**src/rtl/io_port_bank_if.sv**
```systemverilog
// Bus bundle between the CPU I/O decode plus external devices and the I/O bank.
// master: CPU stores/loads and external producers/consumers. slave: the bank.
interface io_port_bank_if #(
    parameter int WIDTH = 8
) ();
    // CPU write side (output channels)
    logic                 we;
    logic [1:0]           wa;
    logic [WIDTH-1:0]     wd;
    logic                 ovf;
    // CPU read side (input channels)
    logic                 re;
    logic [1:0]           ra;
    logic [WIDTH-1:0]     rd;
    logic [7:0]           rstat;
    // External consumers
    logic [4*WIDTH-1:0]   out_data;
    logic [3:0]           out_valid;
    logic [3:0]           out_ready;
    // External producers
    logic [4*WIDTH-1:0]   in_data;
    logic [3:0]           in_valid;
    logic [3:0]           in_ready;

    modport master (
        output we, wa, wd, re, ra, out_ready, in_data, in_valid,
        input  ovf, rd, rstat, out_data, out_valid, in_ready
    );

    modport slave (
        input  we, wa, wd, re, ra, out_ready, in_data, in_valid,
        output ovf, rd, rstat, out_data, out_valid, in_ready
    );
endinterface

```
**src/rtl/io_port_bank.sv**
```systemverilog
// Memory-mapped I/O bank: four output holding registers drained over
// valid/ready, four input FIFOs read by the CPU through a combinational port.
module io_port_bank #(
    parameter int WIDTH = 8,
    parameter int DEPTH = 2
) (
    input  logic              clk,
    input  logic              reset,
    io_port_bank_if.slave     bus
);
    localparam int PTR_W = $clog2(DEPTH);
    localparam int CNT_W = $clog2(DEPTH + 1);
    localparam logic [CNT_W-1:0] FULL_CNT = CNT_W'(DEPTH);

    typedef enum logic {
        S_EMPTY = 1'b0,
        S_FULL  = 1'b1
    } out_state_e;

    logic [4*WIDTH-1:0] w_out_data;
    logic [3:0]         w_out_valid;
    logic [3:0]         w_drop;
    logic [3:0]         w_nonempty;
    logic [3:0]         w_in_ready;
    logic [WIDTH-1:0]   w_head [4];
    logic               r_ovf;

    for (genvar g = 0; g < 4; g++) begin : g_out
        out_state_e       r_state;
        out_state_e       w_next;
        logic [WIDTH-1:0] r_data;
        logic             w_wr;
        logic             w_load;
        logic             w_valid;
        logic             w_drop_ch;

        assign w_wr = bus.we && (bus.wa == 2'(g));

        // Channel state register
        // NOTE: sequential state uses <= so every flop samples pre-edge values.
        always_ff @(posedge clk or posedge reset) begin
            if (reset) r_state <= S_EMPTY;
            else       r_state <= w_next;
        end

        // Next state: a write fills, a handshake without a write drains
        // NOTE: defaults first in every always_comb so no path infers a latch.
        always_comb begin
            w_next = r_state;
            case (r_state)
                S_EMPTY: if (w_wr) w_next = S_FULL;
                S_FULL:  if (bus.out_ready[g] && !w_wr) w_next = S_EMPTY;
                default: w_next = S_EMPTY;
            endcase
        end

        // Outputs: a write into a FULL channel only lands if the consumer takes the old word
        always_comb begin
            w_valid   = 1'b0;
            w_load    = 1'b0;
            w_drop_ch = 1'b0;
            case (r_state)
                S_EMPTY: w_load = w_wr;
                S_FULL: begin
                    w_valid   = 1'b1;
                    w_load    = w_wr && bus.out_ready[g];
                    w_drop_ch = w_wr && !bus.out_ready[g];
                end
                default: ;
            endcase
        end

        // Holding register; unchanged while the consumer stalls
        always_ff @(posedge clk or posedge reset) begin
            if (reset)       r_data <= '0;
            else if (w_load) r_data <= bus.wd;
        end

        assign w_out_data[g*WIDTH +: WIDTH] = r_data;
        assign w_out_valid[g]               = w_valid;
        assign w_drop[g]                    = w_drop_ch;
    end

    for (genvar g = 0; g < 4; g++) begin : g_in
        logic [WIDTH-1:0] r_mem [DEPTH];
        logic [PTR_W-1:0] r_wptr;
        logic [PTR_W-1:0] r_rptr;
        logic [CNT_W-1:0] r_count;
        logic             w_push;
        logic             w_pop;

        // in_ready comes only from the count, so a same-cycle pop never frees a slot early
        assign w_in_ready[g] = (r_count < FULL_CNT);
        assign w_nonempty[g] = (r_count != '0);
        assign w_push        = bus.in_valid[g] && w_in_ready[g];
        assign w_pop         = bus.re && (bus.ra == 2'(g)) && w_nonempty[g];

        // FIFO storage
        // NOTE: storage is not reset; the count/pointer reset makes stale entries unreachable.
        always_ff @(posedge clk) begin
            if (w_push) r_mem[r_wptr] <= bus.in_data[g*WIDTH +: WIDTH];
        end

        // Pointers wrap naturally (power-of-two depth); count tracks occupancy
        always_ff @(posedge clk or posedge reset) begin
            if (reset) begin
                r_wptr  <= '0;
                r_rptr  <= '0;
                r_count <= '0;
            end else begin
                if (w_push) r_wptr <= r_wptr + PTR_W'(1);
                if (w_pop)  r_rptr <= r_rptr + PTR_W'(1);
                case ({w_push, w_pop})
                    2'b10:   r_count <= r_count + CNT_W'(1);
                    2'b01:   r_count <= r_count - CNT_W'(1);
                    default: ;
                endcase
            end
        end

        assign w_head[g] = r_mem[r_rptr];
    end

    // Overflow flag: one registered pulse per dropped CPU write
    always_ff @(posedge clk or posedge reset) begin
        if (reset) r_ovf <= 1'b0;
        else       r_ovf <= |w_drop;
    end

    assign bus.rd        = w_nonempty[bus.ra] ? w_head[bus.ra] : '0;
    assign bus.rstat     = {w_nonempty, ~w_out_valid};
    assign bus.ovf       = r_ovf;
    assign bus.out_data  = w_out_data;
    assign bus.out_valid = w_out_valid;
    assign bus.in_ready  = w_in_ready;
endmodule

```
**src/flat_wrapper.sv**
```systemverilog
// flat-port wrapper written by rule: the top's interface ports become plain ports
module io_port_bank_flat 
#(
    parameter int WIDTH = 8,
    parameter int DEPTH = 2
)
  (clk, reset, bus_we, bus_wa, bus_wd, bus_re, bus_ra, bus_out_ready, bus_in_data, bus_in_valid, bus_ovf, bus_rd, bus_rstat, bus_out_data, bus_out_valid, bus_in_ready);
  io_port_bank_if #(.WIDTH(WIDTH)) bus_i ();
  input  logic clk;
  input  logic reset;
  input wire logic [$bits(bus_i.we)-1:0] bus_we;
  input wire logic [$bits(bus_i.wa)-1:0] bus_wa;
  input wire logic [$bits(bus_i.wd)-1:0] bus_wd;
  input wire logic [$bits(bus_i.re)-1:0] bus_re;
  input wire logic [$bits(bus_i.ra)-1:0] bus_ra;
  input wire logic [$bits(bus_i.out_ready)-1:0] bus_out_ready;
  input wire logic [$bits(bus_i.in_data)-1:0] bus_in_data;
  input wire logic [$bits(bus_i.in_valid)-1:0] bus_in_valid;
  output wire logic [$bits(bus_i.ovf)-1:0] bus_ovf;
  output wire logic [$bits(bus_i.rd)-1:0] bus_rd;
  output wire logic [$bits(bus_i.rstat)-1:0] bus_rstat;
  output wire logic [$bits(bus_i.out_data)-1:0] bus_out_data;
  output wire logic [$bits(bus_i.out_valid)-1:0] bus_out_valid;
  output wire logic [$bits(bus_i.in_ready)-1:0] bus_in_ready;
  assign bus_i.we = bus_we;
  assign bus_i.wa = bus_wa;
  assign bus_i.wd = bus_wd;
  assign bus_i.re = bus_re;
  assign bus_i.ra = bus_ra;
  assign bus_i.out_ready = bus_out_ready;
  assign bus_i.in_data = bus_in_data;
  assign bus_i.in_valid = bus_in_valid;
  assign bus_ovf = bus_i.ovf;
  assign bus_rd = bus_i.rd;
  assign bus_rstat = bus_i.rstat;
  assign bus_out_data = bus_i.out_data;
  assign bus_out_valid = bus_i.out_valid;
  assign bus_in_ready = bus_i.in_ready;
  io_port_bank #(.WIDTH(WIDTH), .DEPTH(DEPTH)) u_core (.clk(clk), .reset(reset), .bus(bus_i));
endmodule
```
**config.mk**
```make
export PLATFORM = sky130hd
export DESIGN_NAME = io_port_bank_flat
export DESIGN_NICKNAME = d
export VERILOG_FILES = /design/src/rtl/io_port_bank_if.sv /design/src/rtl/io_port_bank.sv /design/src/flat_wrapper.sv
export SDC_FILE = /design/constraint.sdc
export NUM_CORES = 1
export LEC_CHECK = 0
export ABC_AREA = 0
export BUFFER_PORTS_ARGS = -buffer_cell sky130_fd_sc_hd__buf_2
export CORE_ASPECT_RATIO = 1.2
export CORE_MARGIN = 2
export CORE_UTILIZATION = 29
export DETAILED_ROUTE_END_ITERATION = 16
export PLACE_DENSITY_LB_ADDON = 0.12
export SETUP_SLACK_MARGIN = 0.1
export SLEW_MARGIN = 20
export SYNTH_ARGS = -nofsm -noshare
export SYNTH_HDL_FRONTEND = slang
export SYNTH_SLANG_ARGS = --single-unit
```
**constraint.sdc**
```tcl
create_clock -name clk -period 1.75 [get_ports clk]
set_input_delay 0.4375 -clock clk [delete_from_list [all_inputs] [get_ports clk]]
set_output_delay 0.4375 -clock clk [all_outputs]
set_load 0.1 [all_outputs]
```
==> flow_summary.json, run 1 <==
{
  "clk_latency_ns": 0.41,
  "p_leak_uw": 0.00291,
  "grt_pass1_vias": 3265,
  "numCtsBuffers": 17,
  "overflow": 0,
  "tightest_slew_ns": 0.475,
  "synthDistinctLibCells": 31,
  "worstSetupEndpointType": "primary output",
  "final_nets": 528,
  "seq_area_mm2": 0.00325,
  "coreArea_mm2": 0.0161,
  "pin_count": 113,
  "place_hpwl_mm": 8.34,
  "hold_ws_ns": 0.0471,
  "max-vdd-ir-drop_uv": 834,
  "crit_arrival_ns": 1.86,
  "status": "finished, violations left",
  "fp.dieH_um": 144,
  "setup_viol": 8,
  "num_rows": 51,
  "die_w_um": 121,
  "power_frac_clock": 0.239,
  "ff2ff_path_depth": 9,
  "avgSynthCellArea_um2": 15.7,
  "place_congestion": 0.727,
  "clk_pin_slew_ns": 0.05,
  "wire_per_inst_um": 16.2,
  "hp-class": "input port to asynchronous set/reset pin",
  "clock.fmax_mhz": 435,
  "fin_crit_ns": 2.30,
  "clockBufferDepth": 2,
  "drv_slew": 0,
  "fin_util": 0.437,
  "r2r_end": "u_core.g_in[1].r_count[1]",
  "synth_top_area_frac": 0.404,
  "die_area_mm2": 0.0175,
  "port_buffers": 112,
  "synth_top_area_cell": "edfxtp_1",
  "drive_above_1_share": 0.542,
  "viasPerCell": 4.34,
  "clock_sinks": 117,
  "synthesis.area_mm2": 0.00476,
  "worst_setup_path_start_kind": "flop",
  "syn2layout_area_growth_pct": 48.4,
  "drt_iter0_drc": 106,
  "cts_root_buf": "clkbuf_16",
  "dr.pass1.iters": 5,
  "critPathKind": "flop to primary output",
  "swShare": 0.418,
  "reg2reg_slack_ns": 0.19,
  "postRouteWirelength_mm": 11.2,
  "final_common_cell": "edfxtp_1",
  "skew_ns": 0.00520,
  "yosysWarnings": 0,
  "mostFrequentLayoutCells": "64 x edfxtp_1, 57 x buf_2, 57 x buf_4",
  "path_max_fanout": 8,
  "maxCapViolCount": 0,
  "grt_max_degree": 38,
  "vias": 3009,
  "antenna_found_initial": 2,
  "synthTopCellsByArea": "edfxtp_1 40%, dfrtp_1 28%, mux2_2 7.6%",
  "hold_viol": 0,
  "tritoncts": "built",
  "reg2reg_from": "u_core.g_in[1].r_count[1]",
  "violations": "setup timing",
  "ant_nets": 0,
  "p_comb_frac": 0.473,
  "htreeDepth": 4,
  "cp.required_ns": 1.31,
  "p_int_uw": 8050,
  "p_sw_uw": 5780,
  "finalCritPeriodShare": 1.31,
  "start_util": 0.295,
  "drc": 0,
  "fill_cells": 1532,
  "synthCells": 304,
  "grt_pass1_wl_mm": 17.5,
  "yosysSeqAreaShare": 0.683,
  "p_per_area_mw_per_mm2": 1960,
  "rsz0062_at_grt": "yes",
  "grt_use_total": 0.138,
  "postCtsHoldBufs": 0,
  "multi_input_area_mm2": 0.00160,
  "relSlewSlack": 0.683,
  "fin_ws_ns": -0.547,
  "power_frac_seq": 0.288,
  "ys_seq_elements": 117,
  "synthesis.nets": 364
}
[layer usage]
| metal | routed length, um | vias up | track usage | share of wire |
|---|---|---|---|---|
| li1 | - | 1438 | - | - |
| met1 | 4280 | 1469 | 0.147 | 0.38 |
| met2 | 5880 | 86 | 0.237 | 0.52 |
| met3 | 930 | 14 | 0.0698 | 0.083 |
| met4 | 133 | 2 | 0.0441 | 0.012 |
| met5 | 13 | - | 0 | 0.0012 |
[cells in the mapped netlist]
library cell / instances
o22ai_1: 1
nand2_1: 7
clkbuf_2: 1
o21ai_0: 1
nand3_1: 1
nand2_2: 1
buf_2: 7
nor2b_1: 2
o22a_1: 16
a21oi_1: 8
xnor2_1: 16
nand3b_1: 2
nor2_1: 12
inv_1: 15
mux4_2: 1
mux2_2: 32
nor3b_2: 4
xor2_1: 4
and3_1: 4
clkbuf_1: 1
a311o_1: 1
buf_4: 4
ha_1: 4
nand2b_1: 6
mux2i_1: 32
nor3b_1: 1
or2_1: 1
edfxtp_1: 64
nor3_1: 1
a21oi_2: 1
dfrtp_1: 53
[stage by stage]
step / power (uW) / area (um2) / setup TNS [ns] / setup slack (ns) / instances
2_1_floorplan: 8240 / 4960 / -3.26 / -0.407 / 304
3_3_place_gp: 10200 / 6250 / -3.10 / -0.304 / 652
3_5_place_dp: 10200 / 6250 / -3.37 / -0.319 / 652
4_1_cts: 13900 / 6960 / -4.56 / -0.575 / 690
5_1_grt: 14400 / 7060 / -4.96 / -0.616 / 692
6_report: 13800 / 7060 / -4.28 / -0.547 / 693
[how the worst max path moves through the flow]
| stage | start | to | slack (ns) | cells after the start |
|---|---|---|---|---|
| floorplan | bus_ra[1] | bus_rd[0] | -0.41 | 2 |
| global placement | bus_ra[1] | bus_rd[2] | -0.30 | 5 |
| detailed placement | bus_ra[1] | bus_rd[6] | -0.32 | 5 |
| CTS | u_core.g_in[2].r_count[1] | bus_rd[6] | -0.58 | 5 |
| global route | u_core.g_in[1].r_count[1] | bus_rd[0] | -0.62 | 5 |
| finish | u_core.g_in[1].r_count[1] | bus_rd[7] | -0.55 | 5 |
[state kept, by name, indices dropped and copies added, names as in the netlist]
register / flops
u_core.g_in.r_wptr: 4
u_core.g_out.r_state: 4
u_core.g_in.r_rptr: 4
u_core.bus.ovf: 1
u_core.g_in.r_count: 8
u_core.g_out.r_data: 32
u_core.g_in.r_mem: 64
[critical path, cell delays in order (launching register included)]
cell	delay [ns]
dfrtp_1	0.37
nor2_2	0.06
mux4_2	0.50
buf_12	0.18
a21oi_4	0.15
buf_12	0.19
[power groups by stage]
| stage | Combinational, uW | Sequential (uW) | Clock (uW) |
|---|---|---|---|
| after floorplan | 3190 | 5050 | 0 |
| after global placement | 6190 | 3980 | 0 |
| after detailed placement | 6210 | 4000 | 0 |
| after CTS | 6520 | 3980 | 3390 |
| after global routing | 6870 | 4060 | 3510 |
| final | 6540 | 3980 | 3300 |
[final cells by class]
class                   instances  share of cell area
clock inverters                13              0.0190
repair buffers                158               0.185
inverters                      15              0.0110
well taps                     212              0.0376
clock buffers                  18              0.0608
multi-input cells             159               0.226
diodes                          1            0.000354
flip-flops and latches        117               0.460
[kinds of logic (layout without fill, tap and decap cells)]
| logic type | count (synthesis) | count (layout) | synth area share |
|---|---|---|---|
| fa+ha+maj | 4 | 4 | 0.0105 |
| buf+inv | 28 | 204 | 0.0273 |
| simple gates | 42 | 42 | 0.0507 |
| compound gates | 28 | 28 | 0.0442 |
| other cells | 0 | 1 | 0 |
| flops | 117 | 117 | 0.683 |
| mux | 65 | 65 | 0.148 |
| xor+xnor | 20 | 20 | 0.0368 |
[repair_timing]
| action | 4_1_cts | 5_1_grt |
|---|---|---|
| setup buffers | 8 | 3 |
| gates resized for setup | 37 | 28 |
| endpoints found under the setup margin | 34 | 48 |
| hold endpoints to repair | 0 | 0 |
| pin swaps | 2 | 1 |
Power figures use the tool's default switching activity.
==> run 2, diff against run 1 <==
--- a/config.mk
+++ b/config.mk
@@ -11,7 +11,7 @@
 export CORE_MARGIN = 2
 export CORE_UTILIZATION = 29
 export DETAILED_ROUTE_END_ITERATION = 16
-export PLACE_DENSITY_LB_ADDON = 0.12
+export PLACE_DENSITY = 0.59
 export SETUP_SLACK_MARGIN = 0.1
 export SLEW_MARGIN = 20
 export SYNTH_ARGS = -nofsm -noshare
==> run 2 against run 1 <==
The run still ends with setup timing left. Setup slack improved by 0.0080 ns. Routed wire length grew 2.5%. First-iteration DRC count decreased by 10%. Register-to-register slack worse by 0.09 ns. Clock power grew 7.3%. Sequential share of layout area down 0.66 points. Via count is 0.56% higher. Cell count is 1.2% higher. Count of clock-buffer cells in the layout down 1. Utilization is 0.67 points higher. Sequential power grew 2%. Highest routed layer is now met4. Cell area increased by 1.5%.
==> flow_summary.json, run 2 (synthesis results as in run 1) <==
{
  "postRouteWirelength_mm": 11.5,
  "postCtsHoldBufs": 0,
  "coreArea_mm2": 0.0161,
  "drv_slew": 0,
  "start_util": 0.295,
  "clock_sinks": 117,
  "regMostFlops": "u_core.g_in.r_mem",
  "ff2ff_path_depth": 10,
  "critPathKind": "flop to primary output",
  "dr.pass1.iters": 4,
  "final_cell_count_no_fill": 701,
  "die_w_um": 121,
  "place_congestion": 0.748,
  "relSlewSlack": 0.674,
  "p_leak_uw": 0.00296,
  "pre_cts_ws_ns": -0.310,
  "htreeDepth": 4,
  "cts_root_buf": "clkbuf_16",
  "maxCapViolCount": 0,
  "p_per_area_mw_per_mm2": 1980,
  "max-vdd-ir-drop_uv": 1220,
  "cp.required_ns": 1.31,
  "num_rows": 51,
  "tightest_slew_ns": 0.492,
  "violations": "setup timing",
  "pin_count": 113,
  "fin_util": 0.444,
  "clk_pin_slew_ns": 0.06,
  "fill_cells": 1462,
  "overflow": 0,
  "grt_max_degree": 38,
  "hp-class": "input port to asynchronous set/reset pin",
  "tritoncts": "built",
  "setup_tns_ns": -4.42,
  "syn2layout_area_growth_pct": 50.6,
  "numCtsBuffers": 17,
  "grt_use_total": 0.143,
  "crit_arrival_ns": 1.85,
  "final_nets": 532,
  "antenna_found_initial": 4,
  "ant_nets": 0,
  "dpl.cell_count": 651,
  "reg_top3": "u_core.g_in.r_mem (64), u_core.g_out.r_data (32), u_core.g_in.r_count (8)",
  "grt_pass1_vias": 3412,
  "wire_per_inst_um": 16.4,
  "port_buffers": 112,
  "grt_pass1_wl_mm": 18.3,
  "cpPeakStageDelay_ns": 0.50,
  "fin_crit_ns": 2.29,
  "mostFrequentLayoutCells": "68 x buf_4, 64 x edfxtp_1, 58 x buf_2",
  "place_hpwl_mm": 8.40,
  "vias": 3026,
  "cp_slowest_cell": "mux4_2",
  "drive_above_1_share": 0.565,
  "clk_latency_ns": 0.42,
  "fp.dieH_um": 144,
  "finalCritPeriodShare": 1.31,
  "clockBufferDepth": 2,
  "status": "finished, violations left",
  "drt_iter0_drc": 95,
  "skew_ns": 0.00679,
  "path_max_fanout": 8,
  "hold_viol": 0,
  "worstSetupEndpointType": "primary output",
  "final_common_cell": "buf_4",
  "viasPerCell": 4.32,
  "largest_register_ffs": 64,
  "worst_setup_path_start_kind": "flop",
  "die_area_mm2": 0.0175,
  "drc": 0,
  "cpMostUsedCell": "buf_12",
  "critical_path.cell_chain": "nor2_2 -> mux4_2 -> buf_12 -> a21oi_4 -> buf_12",
  "power_uw": 14200,
  "rsz0062_at_grt": "yes",
  "setup_viol": 11,
  "fin_ws_ns": -0.539,
  "clock.fmax_mhz": 437
}
==> run 2: worst paths after layout <==
kind,from,end,slack [ns]
worst max-delay path,u_core.g_in[3].r_count[1],bus_rd[5],-0.54
worst min-delay path,reset,u_core.g_in[0].r_wptr,0.04
worst max register to register,u_core.g_in[0].r_count[1],u_core.g_in[0].r_count[1],0.10
worst min register to register,u_core.g_out[3].r_data[2],u_core.g_out[3].r_data[2],0.51
max in group asynchronous,reset,u_core.g_out[0].r_state,1.19
min in group clk,bus_in_data[10],u_core.g_in[1].r_mem[1][2],0.21
==> run 2: layout make-up <==
type / instances / area, um2 / share of cell area
sequential: 117 / 3250 / 0.454
multi-input combinational: 159 / 1620 / 0.226
timing repair buffer: 162 / 1330 / 0.186
clock buffer: 17 / 425 / 0.0593
tap: 212 / 265 / 0.0370
clock inverter: 15 / 178 / 0.0248
inverter: 15 / 82.6 / 0.0115
antenna: 4 / 10.0 / 0.00140
==> run 2: power by group <==
| group | internal [uW] | switching, uW | total, uW | leakage, uW |
|---|---|---|---|---|
| Combinational | 2440 | 4180 | 6620 | 0.00145 |
| Clock | 2240 | 1300 | 3540 | 0.000295 |
| Sequential | 3600 | 458 | 4050 | 0.00121 |
==> run 2: metrics by stage <==
step	area, um2	hold slack [ns]
5_1_grt	7160	0.0531
3_5_place_dp	6260	0.481
6_report	7170	0.0352
3_3_place_gp	6260	0.485
2_1_floorplan	4960	0.478
4_1_cts	7020	0.0302
==> run 2: critical path, delay by kind of cell (launching register included) <==
kind | cells | cell delay [ns]
buf+inv | 2 | 0.37
flops | 1 | 0.37
mux | 1 | 0.50
simple gates | 1 | 0.06
compound gates | 1 | 0.14
==> run 2: routing by layer <==
layer  share of wire  GRT usage
met5               0          0
met2            0.49      0.234
met1            0.40      0.156
met3           0.098     0.0749
met4           0.017     0.0624
==> run 2: timing repair <==
action,4_1_cts,5_1_grt
hold endpoints to repair,0,0
setup endpoints to repair,41,50
buffers inserted,11,6
pin swaps,3,3
resized for setup,42,28
cloned,0,0
==> run 3, diff against run 2 <==
--- a/config.mk
+++ b/config.mk
@@ -6,12 +6,13 @@
 export NUM_CORES = 1
 export LEC_CHECK = 0
 export ABC_AREA = 0
+export ABC_CLOCK_PERIOD_IN_PS = 1750
 export BUFFER_PORTS_ARGS = -buffer_cell sky130_fd_sc_hd__buf_2
 export CORE_ASPECT_RATIO = 1.2
 export CORE_MARGIN = 2
 export CORE_UTILIZATION = 29
 export DETAILED_ROUTE_END_ITERATION = 16
-export PLACE_DENSITY = 0.59
+export PLACE_DENSITY = 0.48
 export SETUP_SLACK_MARGIN = 0.1
 export SLEW_MARGIN = 20
 export SYNTH_ARGS = -nofsm -noshare
==> run 3 against run 2 <==
The flow still finishes with violations (setup timing). Register-to-register slack better by 0.09 ns. Cell area is 1.9% lower. Utilization is 0.83 points lower. Sequential power is 2% lower. Global-route usage is 0.60 points lower. Clock skew is 0.0018 ns higher. Clock power is 10% lower. Non-clock buffer count is 2 lower. Critical path depth stayed put. Cell count is 0.86% lower. Largest power group unchanged. Highest routed layer unchanged.
==> flow_summary.json, run 3 (synthesis results as in run 1) <==
{
  "pin_count": 113,
  "antenna_found_initial": 0,
  "numCtsBuffers": 17,
  "postCtsHoldBufs": 0,
  "wire_per_inst_um": 16.4,
  "die_area_mm2": 0.0175,
  "coreArea_mm2": 0.0161,
  "final_common_cell": "edfxtp_1",
  "fin_util": 0.436,
  "grt_use_total": 0.137,
  "regMostFlops": "u_core.g_in.r_mem",
  "ant_nets": 0,
  "postRouteWirelength_mm": 11.4,
  "setup_tns_ns": -4.36,
  "crit_arrival_ns": 1.86,
  "skew_ns": 0.00862,
  "worst_setup_path_start_kind": "flop",
  "drive_above_1_share": 0.549,
  "rsz0062_at_grt": "yes",
  "clock_sinks": 117,
  "fp.dieH_um": 144,
  "die_w_um": 121,
  "violations": "setup timing",
  "crit_buf_inv": 2,
  "cpMostUsedCell": "buf_12",
  "finalCritPeriodShare": 1.31,
  "fin_ws_ns": -0.548,
  "grt_pass1_vias": 3199,
  "cp_top_family": "multiplexers",
  "reg_top3": "u_core.g_in.r_mem (64), u_core.g_out.r_data (32), u_core.g_in.r_count (8)",
  "largest_register_ffs": 64,
  "relSlewSlack": 0.674,
  "cp_slowest_cell": "mux4_2",
  "critical_path.cell_chain": "nor2_2 -> mux4_2 -> buf_12 -> a21oi_4 -> buf_12",
  "overflow": 0,
  "tightest_slew_ns": 0.493,
  "mostFrequentLayoutCells": "64 x edfxtp_1, 61 x buf_2, 52 x buf_4, 52 x dfrtp_1",
  "drv_slew": 0,
  "fin_crit_ns": 2.30,
  "vias": 3020,
  "diodes": 0,
  "worstSetupEndpointType": "primary output",
  "drc": 0,
  "maxCapViolCount": 0,
  "num_rows": 51,
  "hold_ws_ns": 0.0441,
  "place_hpwl_mm": 8.47,
  "tritoncts": "built",
  "clk_pin_slew_ns": 0.06,
  "p_leak_uw": 0.00291,
  "setup_viol": 10,
  "htreeDepth": 4,
  "critPathKind": "flop to primary output",
  "syn2layout_area_growth_pct": 47.8,
  "final_nets": 530,
  "p_per_area_mw_per_mm2": 1950,
  "cp.required_ns": 1.31,
  "port_buffers": 112,
  "dr.pass1.iters": 4,
  "hold_viol": 0,
  "cts_root_buf": "clkbuf_16",
  "cpPeakStageDelay_ns": 0.49,
  "pre_cts_ws_ns": -0.341,
  "clockBufferDepth": 2,
  "viasPerCell": 4.35,
  "max-vdd-ir-drop_uv": 1020,
  "hp-class": "input port to asynchronous set/reset pin",
  "start_util": 0.295,
  "place_congestion": 0.714,
  "clock.fmax_mhz": 435,
  "clk_latency_ns": 0.41,
  "path_max_fanout": 8,
  "drt_iter0_drc": 99,
  "grt_pass1_wl_mm": 17.7,
  "grt_max_degree": 38,
  "status": "finished, violations left"
}
run 3: routing by layer:
metal  vias to the layer above  share of wire  global-route usage
li1                       1440              -                   -
met1                      1474           0.39               0.153
met2                        91           0.52               0.238
met3                        15          0.070              0.0505
met4                         0          0.016              0.0551
met5                         -              0                   0
run 3: what timing repair did:
item / in CTS / in global routing
pin swaps: 2 / 1
resized for setup: 24 / 31
endpoints found under the setup margin: 27 / 52
cloned: 0 / 0
buffers inserted: 6 / 5
run 3: report_power, final:
part | leakage (uW) | internal, uW | switching, uW | total (uW)
Combinational | 0.00143 | 2370 | 4220 | 6590
Clock | 0.000261 | 1840 | 1340 | 3180
Sequential | 0.00122 | 3590 | 360 | 3950
run 3: final cells by class:
type | count | area (um2)
tap | 212 | 265
clock inverter | 15 | 121
inverter | 15 | 77.6
multi-input combinational | 159 | 1590
fill | 1456 | 9110
timing repair buffer | 160 | 1300
sequential | 117 | 3250
clock buffer | 17 | 425
run 3: metrics by stage:
stage	std cells	total power, uW	area, um2
global placement	654	10300	6270
floorplan	304	8240	4960
finish	695	13700	7030
detailed placement	654	10300	6270
global route	695	14300	7030
CTS	692	13700	6930
run 3: path summary, 6_finish.rpt:
check	startpoint	endpoint	cells after the start	slack [ns]
max	u_core.g_in[0].r_count[1]	bus_rd[5]	5	-0.55
min	reset	u_core.g_in[2].r_wptr	2	0.04
max reg2reg	u_core.g_in[0].r_count[1]	u_core.g_in[0].r_mem[1][1]	4	0.19
min reg2reg	u_core.g_out[1].r_data[6]	u_core.g_out[1].r_data[6]	1	0.50
max in group asynchronous	reset	u_core.bus.ovf	3	1.17
min in group clk	bus_in_data[16]	u_core.g_in[2].r_mem[0][0]	1	0.22
run 3: worst reg2reg max path: stages, from the launching register on:
cell and delay [ns]:
dfrtp_1 0.39, buf_4 0.15, clkinvlp_4 0.09, buf_4 0.13, and3_1 0.44
